`config.mk`:
```
export PLATFORM = sky130hd
export DESIGN_NAME = multi_blinky
export DESIGN_NICKNAME = d
export VERILOG_FILES = /design/src/rtl/multi_blinky.sv
export SDC_FILE = /design/constraint.sdc
export NUM_CORES = 1
export LEC_CHECK = 0
export BUFFER_PORTS_ARGS = -buffer_cell sky130_fd_sc_hd__buf_2
export CORE_MARGIN = 2
export CORE_UTILIZATION = 45
export CTS_BUF_LIST = sky130_fd_sc_hd__clkbuf_16
export DETAILED_ROUTE_END_ITERATION = 12
export PLACE_DENSITY = 0.62
export RECOVER_POWER = 100
export SYNTH_ARGS = -nofsm -noshare
export SYNTH_HDL_FRONTEND = slang
export SYNTH_SLANG_ARGS = --single-unit
export TNS_END_PERCENT = 5
```
`constraint.sdc`:
```
create_clock -name clk -period 1.8 [get_ports clk]
set_input_delay 0.36 -clock clk [delete_from_list [all_inputs] [get_ports clk]]
set_output_delay 0.36 -clock clk [all_outputs]
set_load 0.02 [all_outputs]
```
`src/rtl/multi_blinky.sv`:
```
// Parametrised N-channel LED blinker: channel i toggles every max(1, clk_freq_hz >> i) cycles.
// Define MULTI_BLINKY_SYNC_EN to make the sync input realign all channels; otherwise it is ignored.
module multi_blinky #(
  parameter int unsigned clk_freq_hz = 1_000_000_000,
  parameter int unsigned channels    = 4
) (
  input  logic                clk,
  input  logic                rst,
  input  logic [channels-1:0] en,
  input  logic                sync,
  output logic [channels-1:0] q,
  output logic [channels-1:0] wrap
);

  localparam int CW = $clog2(clk_freq_hz);

  typedef enum logic {
    IDLE = 1'b0,
    RUN  = 1'b1
  } chan_state_e;

  // Terminal count P_i - 1, with P_i saturating at 1 once the shift runs out of bits.
  function automatic logic [CW-1:0] last_count(input int idx);
    int unsigned p;
    p = clk_freq_hz >> idx;
    if (p == 0) p = 1;
    return CW'(p - 1);
  endfunction

  logic [CW-1:0]       cnt_q [channels];
  logic [CW-1:0]       cnt_d [channels];
  logic [channels-1:0] q_q, q_d;
  logic [channels-1:0] wrap_q, wrap_d;
  chan_state_e         ch_state [channels];

`ifndef MULTI_BLINKY_SYNC_EN
  logic unused_sync;
  assign unused_sync = sync;
`endif

  always_comb begin
    cnt_d  = cnt_q;
    q_d    = q_q;
    wrap_d = '0;
    for (int i = 0; i < int'(channels); i++) begin
      ch_state[i] = en[i] ? RUN : IDLE;
      case (ch_state[i])
        IDLE: begin
          cnt_d[i] = '0;
          q_d[i]   = 1'b0;
        end
        RUN: begin
          if (cnt_q[i] == last_count(i)) begin
            cnt_d[i]  = '0;
            q_d[i]    = ~q_q[i];
            wrap_d[i] = 1'b1;
          end else begin
            cnt_d[i] = cnt_q[i] + 1'b1;
          end
        end
        default: begin
          cnt_d[i] = '0;
          q_d[i]   = 1'b0;
        end
      endcase
    end
`ifdef MULTI_BLINKY_SYNC_EN
    // Sync beats any terminal count landing in the same cycle.
    if (sync) begin
      for (int j = 0; j < int'(channels); j++) cnt_d[j] = '0;
      q_d    = '0;
      wrap_d = '0;
    end
`endif
  end

  always_ff @(posedge clk) begin
    if (rst) begin
      for (int i = 0; i < int'(channels); i++) cnt_q[i] <= '0;
      q_q    <= '0;
      wrap_q <= '0;
    end else begin
      for (int i = 0; i < int'(channels); i++) cnt_q[i] <= cnt_d[i];
      q_q    <= q_d;
      wrap_q <= wrap_d;
    end
  end

  assign q    = q_q;
  assign wrap = wrap_q;

endmodule

```
==> metrics.txt <==
status finished clean; Worst EP arrival 2.06 ns; crit path kind register to register; layout cells sized above 1 20.8%; Yosys top cell area share 43.3%; Top delay family on crit path simple AND/OR/NAND/NOR gates; Nets 777; top_reg_cell synth dfxtp_1; Site Rows 41; maximum clock rate 565 MHz; Worst Path Max Fanout 7; DRC errors left 0; CP bufs+invs 0; Std-Cell Core Area 12,700 µm²; Hold Crit Class input pin to register; IO Pins 15; Pint 4.86 mW; actual slew at the worst max-slew pin 0.436 ns; area of the die 14,100 µm²; clock transition at the registers of the reported paths 0.05 ns; min Tclk post-route 1.77 ns; final wirelength 12,800 µm; Comb power frac 1.9%; CTS root buffer clkbuf_16; Slew Viols, Final 0; Final period util 98.3%; Inst Count DP 916; register bit total from synthesis 128; wire length per cell 13.5 µm; Vias 4,988; H-tree Lvls 4; mapped cell area 5920 µm²; filler instances 1,168; setup tns final 0 ns; critical path's largest stage delay 0.43 ns; post-synthesis cell count 680; first-pass GRT wire length 21,600 µm; number of DRC markers in iteration 0 281; worst hold stages 3; Worst Hold End cnt_q[50]$_SDFF_PP0_; GRT Overall Usage 18.8%; slowest CP cell or3_4; total power density per cell area 824 nW/µm²; Synth cell types 49; Final Util 58.3%; Worst Setup SP cnt_q[6]$_SDFF_PP0_; TritonCTS Sinks 128; register area share after synthesis 43.3%; r2r startpoint cnt_q[6]$_SDFF_PP0_; number of synthesized flops with an enable pin 0; slew margin rel. 70.9%; initial antenna violation count 0; critical-path cell list nor4b_1, nand2_1, or3_4, o2111ai_1, o31ai_1; drt pass-1 iters 5; Flop pwr share 46.6%; RSZ-0062 raised after global routing true; Worst Hold Slack 0.339 ns; largest net degree at the start of global routing 21; CP Data Required Time 2.09 ns; Chip Height 119 µm; Worst setup EP type register; Synth area leader dfxtp_1; switching share of power 20.5%; maximum clock insertion buffer count 2; sw power 1.26 mW; GPL Wtd Cong 0.836; Hold Buf Count CTS 0; most instantiated cells after synthesis nor2_1 (130), dfxtp_1 (128), xor2_1 (54); Lkg Pwr 2.60 nW; clock skew 0.00654 ns; worst skew pair latency 0.42 ns; final setup fails 0; reg2reg end cnt_q[5]$_SDFF_PP0_; antenna-violating nets left 0; Layout Cells excl Fill 949; TritonCTS Buffers 17; Startpoint Class register; Hold Path Origin en[2]; DP Wirelength 8860 µm; Synth Area per Inst 8.70 µm²; # diodes 0; VDD IR max 656 µV; area grow syn2layout 25.4%; vias per cell 5.26; Initial Utilization 46.5%; CTS tree yes; syn nets 691; Die Span X 119 µm; vias in the first global route 4,816; top cells by area, synth dfxtp_1 (43%), nor2_1 (8.2%), xor2_1 (8.0%), xnor2_1 (7.4%), nand4_1 (3.9%); Final Total Pwr 6.11 mW; gr ovfl total 0; Clock power frac 51.5%; max-cap viol count 0; Yosys Warn Count 0; R2R cell count 5; Post-synth ARST share 0%; cell with the most instances after synthesis nor2_1; final hold vios 0; FF-to-FF setup slack 0.03 ns; Buffers on Ports 13
==> how the worst max path moves through the flow <==
stage	endpoint	slack, ns	cells after the start
4_1_cts	cnt_q[22]$_SDFF_PP0_	-0.04	7
5_1_grt	cnt_q[5]$_SDFF_PP0_	-0.06	5
6_report	cnt_q[5]$_SDFF_PP0_	0.03	5
3_5_place_dp	q[1]$_SDFFE_PP0P_	-0.08	6
3_3_place_gp	q[1]$_SDFFE_PP0P_	-0.10	6
2_1_floorplan	cnt_q[28]$_SDFF_PP0_	0.008	6
==> flip-flops by register name (all words and copies together), names as in the netlist <==
| name | count |
|---|---|
| cnt_q | 120 |
| q | 4 |
| wrap | 4 |
==> timing repair <==
item                                    in CTS  in global routing
pin swaps                                    3                 16
setup buffers                                0                  1
resized for setup                            6                 50
gates cloned                                 0                  2
endpoints found under the setup margin      42                 79
endpoints found under the hold margin        0                  0
==> cells by family after synthesis <==
family          share of synthesized area, %
flops                                   43.3
compound gates                          2.43
fa+ha+maj                              0.846
xor+xnor                                15.4
buf+inv                                 2.56
simple gates                            35.4
==> power by group through the flow <==
| stage | Combinational [mW] | Clock (mW) | Sequential [mW] |
|---|---|---|---|
| 2_1_floorplan | 0.0620 | 0 | 2.91 |
| 3_3_place_gp | 0.0995 | 0 | 2.91 |
| 3_5_place_dp | 0.102 | 0 | 2.91 |
| 4_1_cts | 0.102 | 3.21 | 2.85 |
| 5_1_grt | 0.127 | 3.34 | 2.85 |
| 6_report | 0.115 | 3.15 | 2.85 |
==> cells in the final DEF (no fill, tap or decap), drive strengths merged, types with 2 or more instances in the layout <==
| master | instances |
|---|---|
| or4b | 3 |
| nor4 | 25 |
| dfxtp | 128 |
| nand3 | 44 |
| o21ai | 4 |
| clkbuf | 28 |
| nor2b | 3 |
| xor2 | 54 |
| nor2 | 134 |
| o211ai | 2 |
| or2 | 3 |
| a31o | 2 |
| and2 | 6 |
| inv | 11 |
| nand4b | 2 |
| nand4 | 39 |
| o31ai | 2 |
| and4 | 7 |
| nor3 | 22 |
| nor4b | 4 |
| or3b | 2 |
| nand2b | 7 |
| ha | 4 |
| nand2 | 54 |
| buf | 77 |
| or3 | 11 |
| or4 | 6 |
| bufinv | 2 |
| a31oi | 4 |
| clkinv | 8 |
| a21oi | 5 |
| xnor2 | 50 |
| nand3b | 2 |
| and3 | 17 |
==> tightest hold or removal path, delay by kind of cell <==
| kind | cells | cell delay, ns |
|---|---|---|
| buffers and inverters | 1 | 0.08 |
| AND/OR/NAND/NOR | 2 | 0.28 |
==> routing by layer <==
metal	GRT usage [%]	share of wire [%]	routed length (µm)
met5	0	0	0
met4	6.03	0.93	119
met3	6.08	3.6	457
met2	30.7	49	6290
met1	23.6	46	5970
==> per-stage QoR <==
step	cell area, µm²	setup WS [ns]
2_1_floorplan	5920	0.00763
3_3_place_gp	6640	-0.100
3_5_place_dp	6640	-0.0778
4_1_cts	7200	-0.0376
5_1_grt	7420	-0.0554
6_report	7420	0.0303
==> cell type report <==
type	count	area, µm²	area share (%)
Multi-Input combinational cell	523	3390	45.7
Clock inverter	13	108	1.45
Sequential cell	128	2580	34.8
Inverter	8	30.0	0.405
Tap cell	172	215	2.90
Clock buffer	17	425	5.74
Timing Repair Buffer	88	667	8.99
Note: power is estimated with default switching activity, not from simulation.
